$ cat src/rtl/regfile_dump.sv
// regfile_dump: sweeps a wrap-around range of registers through one
// asynchronous register-file read port and streams each captured word out
// on a valid/ready interface, tagged with its register number.
module regfile_dump #(
    parameter int unsigned ADDR_W = 5,
    parameter int unsigned DATA_W = 32
) (
    input  logic              clk,
    input  logic              rst_n,
    input  logic              start,
    input  logic              abort,
    input  logic [ADDR_W-1:0] first,
    input  logic [ADDR_W-1:0] last,
    output logic              busy,
    output logic              done,
    output logic [ADDR_W-1:0] rf_ra,
    input  logic [DATA_W-1:0] rf_rd,
    output logic              out_valid,
    input  logic              out_ready,
    output logic [DATA_W-1:0] out_data,
    output logic [ADDR_W-1:0] out_addr
);

    typedef enum logic [1:0] {
        IDLE = 2'd0,
        READ = 2'd1,
        HOLD = 2'd2,
        DONE = 2'd3
    } state_t;

    state_t            state;
    state_t            state_d;
    logic [ADDR_W-1:0] addr;
    logic [ADDR_W-1:0] addr_d;
    logic [ADDR_W-1:0] end_addr;
    logic [ADDR_W-1:0] end_addr_d;
    logic              capture;

    // State and sweep-range registers
    always_ff @(posedge clk or negedge rst_n) begin
        if (!rst_n) begin
            state    <= IDLE;
            addr     <= '0;
            end_addr <= '0;
        end else begin
            state    <= state_d;
            addr     <= addr_d;
            end_addr <= end_addr_d;
        end
    end

    // Next-state logic; abort beats a simultaneous handshake
    always_comb begin
        state_d    = state;
        addr_d     = addr;
        end_addr_d = end_addr;
        capture    = 1'b0;
        case (state)
            IDLE: begin
                if (start) begin
                    addr_d     = first;
                    end_addr_d = last;
                    state_d    = READ;
                end
            end
            READ: begin
                if (abort) begin
                    state_d = IDLE;
                end else begin
                    capture = 1'b1;
                    state_d = HOLD;
                end
            end
            HOLD: begin
                if (abort) begin
                    state_d = IDLE;
                end else if (out_ready) begin
                    if (addr == end_addr) begin
                        state_d = DONE;
                    end else begin
                        addr_d  = ADDR_W'(addr + 1'b1);
                        state_d = READ;
                    end
                end
            end
            DONE: begin
                state_d = IDLE;
            end
            default: begin
                state_d = IDLE;
            end
        endcase
    end

    // Registered outputs, derived from the state being entered
    always_ff @(posedge clk or negedge rst_n) begin
        if (!rst_n) begin
            busy      <= 1'b0;
            done      <= 1'b0;
            rf_ra     <= '0;
            out_valid <= 1'b0;
            out_data  <= '0;
            out_addr  <= '0;
        end else begin
            busy      <= (state_d == READ) || (state_d == HOLD);
            done      <= (state_d == DONE);
            out_valid <= (state_d == HOLD);
            rf_ra     <= ((state_d == READ) || (state_d == HOLD)) ? addr_d : '0;
            if (capture) begin
                out_data <= rf_rd;
                out_addr <= addr;
            end
        end
    end

endmodule

$ cat config.mk
export PLATFORM = sky130hd
export DESIGN_NAME = regfile_dump
export DESIGN_NICKNAME = d
export VERILOG_FILES = /design/src/rtl/regfile_dump.sv
export SDC_FILE = /design/constraint.sdc
export NUM_CORES = 1
export LEC_CHECK = 0
export ABC_AREA = 1
export ABC_CLOCK_PERIOD_IN_PS = 1500
export CORE_MARGIN = 4
export CORE_UTILIZATION = 40
export CTS_CLUSTER_SIZE = 40
export DETAILED_ROUTE_END_ITERATION = 12
export MAX_ROUTING_LAYER = met4
export PLACE_DENSITY = 0.75
export SYNTH_ARGS = -nofsm -noshare
export SYNTH_HDL_FRONTEND = slang
export SYNTH_SLANG_ARGS = --single-unit
$ cat constraint.sdc
create_clock -name clk -period 1.5 [get_ports clk]
set_input_delay 0.3 -clock clk [delete_from_list [all_inputs] [get_ports clk]]
set_output_delay 0.3 -clock clk [all_outputs]
set_load 0.01 [all_outputs]
# [After elaboration in Yosys (flattened, before gate mapping)]
# Cells that the tools add are included.
[word_totals] register_bits=57 out_inout_bits=45 wordCells=34
[classes] add_sub_neg=1 n_eq_ne=7 muxes=14 n_reduce_logical=3
[ops] operator="5-bit two-way mux" count=5
[ops] operator="2-bit two-way mux" count=5
[ops] operator="5-bit case mux with 2 select lines" count=1
[ops] operator="2-bit == test, second input constant" count=4
[ops] operator="2-bit case mux with 4 select lines" count=1
[ops] operator="5-bit by 1-bit adder with 5-bit output, second input constant" count=1
[ops] operator="5-bit == test" count=1
[ops] operator="2-bit by 1-bit == test with 1-bit output, second input constant" count=2
[ops] operator="2-bit logical NOT" count=1
[ops] operator="1-bit two-way mux" count=2
[ops] operator="2-bit AND reduction" count=1
[ops] operator="1-bit logical OR" count=1

# [Depth between registers and ports, before layout]
[logic_depth] word_depth=8 depth_mapped=11 depth_no_buf=11

# [Worst setup path before layout]
# No wires, ideal clock.
[synth_path] path_type="reg-to-reg" startpoint="register addr[1]" endpoint="register rf_ra[1]" setup_time_ns=0.122 arrival_ns=1.455 slack_ns=-0.077 stages_incl_launch_ff=11 n_path_buf=0 period_less_slack_ns=1.577 cell_sequence="dfrtp_1 -> inv_2 -> nand2_1 -> nand2_1 -> clkinv_2 -> nand2_4 -> nor2_4 -> o211ai_1 -> nand2_1 -> ha_1 -> nor2_1"
[synth_between] elab_chain_len=8
[synth_lines] item="start, declared" line_no="33" rtl="logic [ADDR_W-1:0] addr;"
[synth_lines] item="start signal, assigned" line_no="47" rtl="addr <= addr_d;"
[synth_lines] item="5-bit == test *" line_no="78" rtl="if (addr == end_addr) begin"
[synth_lines] item="2-bit two-way mux *" line_no="78"
[synth_lines] item="2-bit two-way mux *" line_no="77" rtl="end else if (out_ready) begin"
[synth_lines] item="2-bit two-way mux *" line_no="75" rtl="if (abort) begin"
[synth_lines] item="2-bit case mux with 4 select lines *" line_no="58" rtl="case (state)"
[synth_lines] item="named net state_d[1]" line_no="32" rtl="state_t state_d;"
[synth_lines] item="2-bit by 1-bit == test with 1-bit output or 2-bit == test (tied branches)" line_no="108" rtl="rf_ra <= ((state_d == READ) || (state_d == HOLD)) ? addr_d : '0;"
[synth_lines] item="1-bit logical OR *" line_no="108"
[synth_lines] item="5-bit two-way mux *" line_no="108"
[synth_lines] item="end signal, assigned" line_no="108"
[synth_lines] item="end, declared" line_no="16" rtl="output logic [ADDR_W-1:0] rf_ra,"
# Mark *: on every way through the listed nets, which the timed path passes. The rest lies on a longest branch.
# A chain may end at the register's enable or synchronous reset.

# [Worst setup path after layout]
[layout_path] startpoint="register addr[0]" endpoint="register rf_ra[2]"
# The elaborated chain is that of the path after synthesis.

==> metrics.txt <==
# TYPE chip_impl_metric gauge
chip_impl_info{name="violations",value="setup timing"} 1
chip_impl_info{name="critical_path.slowest_cell",value="dfrtp_1"} 1
chip_impl_metric{name="leakagePower",unit="nW"} 1.88
chip_impl_metric{name="critical_path_peak_fanout",unit=""} 6
chip_impl_metric{name="initial_utilization",unit="%"} 41.3
chip_impl_metric{name="fin_nets",unit=""} 397
chip_impl_metric{name="data_arrival_time_of_the_worst_path",unit="ps"} 1780
chip_impl_metric{name="global_route_overflow",unit=""} 0
chip_impl_metric{name="synth_sequential_area_ratio",unit="%"} 58.4
chip_impl_metric{name="flow.area_growth_from_synthesis",unit="%"} 59.4
chip_impl_metric{name="cp.required",unit="ps"} 1710
chip_impl_info{name="hold_class",value="in2async"} 1
chip_impl_metric{name="drcViolationCount",unit=""} 0
chip_impl_metric{name="clk_pin_slew_worst_paths",unit="ps"} 60
chip_impl_metric{name="fmax",unit="GHz"} 0.640
chip_impl_metric{name="routed_wirelength",unit="mm"} 5.91
chip_impl_metric{name="layoutNonFillerInstCount",unit=""} 427
chip_impl_metric{name="width_of_the_chip",unit="microns"} 86.2
chip_impl_metric{name="register_area",unit="sq um"} 1430
chip_impl_info{name="result_of_the_run",value="finished, violations left"} 1
chip_impl_info{name="setup_repair_after_global_routing_missed_its_margin",value="true"} 1
chip_impl_metric{name="ports",unit=""} 92
chip_impl_info{name="critical_path.endpoint_type",value="register"} 1
chip_impl_metric{name="synth_enable_flop_cells",unit=""} 0
chip_impl_metric{name="slew_headroom",unit="%"} 68.7
chip_impl_metric{name="routed_wire_length_per_instance",unit="microns"} 13.8
chip_impl_metric{name="synth.cell_area",unit="sq um"} 2440
chip_impl_metric{name="drt-initial-drc-count",unit=""} 86
chip_impl_metric{name="avgSynthCellArea",unit="sq um"} 11.1
chip_impl_metric{name="worst_skew_pair.late_latency",unit="ps"} 330
chip_impl_metric{name="postSynthRegisterBits",unit=""} 57
chip_impl_metric{name="p_total",unit="mW"} 6.34
chip_impl_metric{name="slew_viol_final",unit=""} 0
chip_impl_metric{name="count_of_synthesis_stage_warnings_from_yosys",unit=""} 0
chip_impl_metric{name="ir_drop",unit="mV"} 0.764
chip_impl_metric{name="power_density",unit="nW/um^2"} 1630
chip_impl_metric{name="clock_tree.htree_level_count",unit=""} 3
chip_impl_metric{name="worst-path-stages",unit=""} 10
chip_impl_metric{name="sink_count",unit=""} 57
chip_impl_metric{name="drt_pre_antenna_iters",unit=""} 4
chip_impl_metric{name="final_hold_viol_count",unit=""} 0
chip_impl_info{name="post-synth-top-area-cell",value="dfrtp_1"} 1
chip_impl_info{name="synth.top_cells.by_area",value="dfrtp_1 58%, mux2_2 15%, nand2_1 6.8%"} 1
chip_impl_metric{name="grt_first_pass_wirelength",unit="mm"} 9.69
chip_impl_metric{name="grt_max_degree",unit=""} 34
chip_impl_metric{name="netlist.area_leader.share",unit="%"} 58.4
chip_impl_metric{name="total_of_fill_cells_in_the_finished_design",unit=""} 474
chip_impl_info{name="clock_tree_from_tritoncts",value="done"} 1
chip_impl_metric{name="cap_violations",unit=""} 0
chip_impl_metric{name="number_of_antenna_violations_at_the_first_check_in_global_routing",unit=""} 0
chip_impl_metric{name="fin_crit_sh",unit="%"} 104
chip_impl_info{name="timing_worst_setup_path_type",value="reg2reg"} 1
chip_impl_metric{name="vias",unit=""} 2013
chip_impl_metric{name="worst_pin_slew",unit="ps"} 470
chip_impl_metric{name="number_of_rows_in_the_core_area",unit=""} 28
chip_impl_metric{name="port_buffers",unit=""} 91
chip_impl_metric{name="post_synth_num_cell_types",unit=""} 28
chip_impl_metric{name="cp_slowest_stage_delay",unit="ps"} 410
chip_impl_metric{name="worst-path-buf-inv",unit=""} 2
chip_impl_metric{name="postSynth.asyncResetShare",unit="%"} 100
chip_impl_metric{name="cell_count_of_the_worst_reg_to_reg_path",unit=""} 10
chip_impl_metric{name="syn-instance-count",unit=""} 220
chip_impl_metric{name="worst_slack",unit="ps"} -63.0
chip_impl_metric{name="grt_util_all_layers",unit="%"} 17.9
chip_impl_info{name="cell_by_cell_trace_of_the_critical_path",value="nand2_2, inv_4, nor2_4, inv_2, nand2_4, nor2_4, o211ai_1, nand2_2, ha_4, a21oi_1"} 1
chip_impl_metric{name="finalWorstPathRequiredPeriod",unit="ps"} 1560
chip_impl_metric{name="layout.core_utilization",unit="%"} 65.8
chip_impl_metric{name="setup_viol",unit=""} 7
chip_impl_metric{name="final_layout_size_suffix_gt1_share",unit="%"} 30.1
chip_impl_metric{name="worst_hold_slack_across_all_endpoints",unit="ps"} 448
chip_impl_metric{name="via_count_of_the_first_global_routing_pass",unit=""} 2053
chip_impl_metric{name="place.detailed.instances",unit=""} 409
chip_impl_info{name="synth_flop_cell",value="dfrtp_1"} 1
chip_impl_info{name="cts_root_buf",value="clkbuf_8"} 1
chip_impl_metric{name="dp_hpwl",unit="mm"} 4.48
chip_impl_info{name="crit_path_start",value="addr[0]"} 1
chip_impl_metric{name="gp_congestion",unit=""} 0.837
chip_impl_info{name="startpoint_type_of_the_worst_setup_path",value="register"} 1
chip_impl_metric{name="routed_via_density",unit=""} 4.71
chip_impl_metric{name="clock_path_buffers",unit=""} 2
chip_impl_metric{name="drtAntennaViolNets",unit=""} 0
chip_impl_metric{name="dieHeight",unit="microns"} 86.2
chip_impl_metric{name="antenna_cells_inserted",unit=""} 0
chip_impl_info{name="cpLargestDelayFamily",value="flip-flops"} 1
chip_impl_metric{name="clock_tree_skew_after_final_layout",unit="ps"} 5.41
chip_impl_metric{name="fp.coreArea",unit="sq um"} 5920
chip_impl_metric{name="synth_nets",unit=""} 270
chip_impl_metric{name="total_die_area",unit="sq um"} 7420
chip_impl_metric{name="tritoncts.num_buffers",unit=""} 9
chip_impl_info{name="r2r-start",value="addr[0]"} 1
chip_impl_metric{name="multiInputGateArea",unit="sq um"} 960
[final timing paths]
| path | slack (ps) | to |
|---|---|---|
| min in group clk | 480 | out_addr[0] |
| worst min register to register | 480 | out_addr[0] |
| worst min-delay path | 450 | out_data[12] |
| worst max-delay path | -60 | rf_ra[2] |
| worst max register to register | -60 | rf_ra[2] |
| max in group asynchronous | 550 | out_data[6] |
[cell usage after synthesis (2+ instances only)]
master	count
ha_1	3
dfrtp_1	57
nand2_1	44
nand4_1	2
o21ai_0	14
buf_2	4
inv_2	5
a21oi_1	7
inv_1	17
nand3_2	2
nand3_1	7
nor2_1	7
a22oi_1	3
mux2_2	33
nor2_2	2
[flip-flops by register name, summed over array words and instances, names as in the netlist]
name,flops
end_addr,5
state,2
addr,5
done,1
out_data,32
out_addr,5
out_valid,1
rf_ra,5
busy,1
[stage by stage]
| step | TNS (ps) | setup slack [ps] | instance area (sq um) |
|---|---|---|---|
| 2_1_floorplan | -224 | -41.4 | 2460 |
| 3_3_place_gp | -6640 | -182 | 3680 |
| 3_5_place_dp | -7420 | -241 | 3680 |
| 4_1_cts | -399 | -72.2 | 3850 |
| 5_1_grt | -1410 | -187 | 3900 |
| 6_report | -345 | -63.0 | 3900 |
[per-layer routing]
metal | routed length (microns) | vias to the layer above | part of all wire, % | track usage [%]
li1 | - | 986 | - | -
met1 | 2530 | 938 | 43 | 22.7
met2 | 2720 | 79 | 46 | 25.5
met3 | 501 | 10 | 8.5 | 6.44
met4 | 167 | 0 | 2.8 | 8.20
met5 | 0 | - | 0 | -
[logic make-up after synthesis]
group / after synthesis / share of synthesized area (%)
simple gates: 69 / 13.3
fa+ha+maj: 3 / 1.54
xor+xnor: 1 / 0.358
compound gates: 27 / 6.30
flops: 57 / 58.4
buf+inv: 30 / 4.91
mux: 33 / 15.2
[worst register-to-register path: stages, from the launching register on]
cell and delay (ps):
dfrtp_1 410, nand2_2 100, inv_4 40, nor2_4 80
inv_2 50, nand2_4 60, nor2_4 40, o211ai_1 170
nand2_2 110, ha_4 330, a21oi_1 50
[repair_timing]
| item | in CTS | in global routing |
|---|---|---|
| setup endpoints to repair | 52 | 12 |
| hold endpoints to repair | 15 | 0 |
| gates resized for setup | 50 | 10 |
| cloned | 0 | 0 |
| hold buffers | 1 | 0 |
| pin swaps | 1 | 3 |
| buffers inserted | 0 | 1 |
[final cells by class]
cell class                      count  share of cell area, %
Inverter                           24                   2.41
Timing Repair Buffer              122                   28.9
Multi-Input combinational cell    133                   24.6
Tap cell                           75                   2.41
Clock buffer                       11                   3.63
Sequential cell                    57                   36.6
Clock inverter                      5                   1.41
[report_power, final]
part / internal [mW] / switching (mW) / total (mW)
Combinational: 1.35 / 1.20 / 2.55
Sequential: 2.11 / 0.282 / 2.39
Clock: 0.806 / 0.595 / 1.40
Total: 4.26 / 2.08 / 6.34
[cell usage in the layout, fill, tap and decap left out, drive strengths merged]
cell type      instances
a21oi                  7
a22oi                  3
buf                   31
bufinv                 1
clkbuf                11
clkdlybuf4s50         45
clkinv                 3
clkinvlp               2
dfrtp                 57
dlygate4sd2           45
dlygate4sd3            1
ha                     3
inv                   23
mux2                  33
nand2                 46
nand3                  9
nand4                  2
nor2                  11
nor3                   1
o211ai                 2
o21ai                 14
o22ai                  1
xnor2                  1
Note: power is estimated with default switching activity, not from simulation.
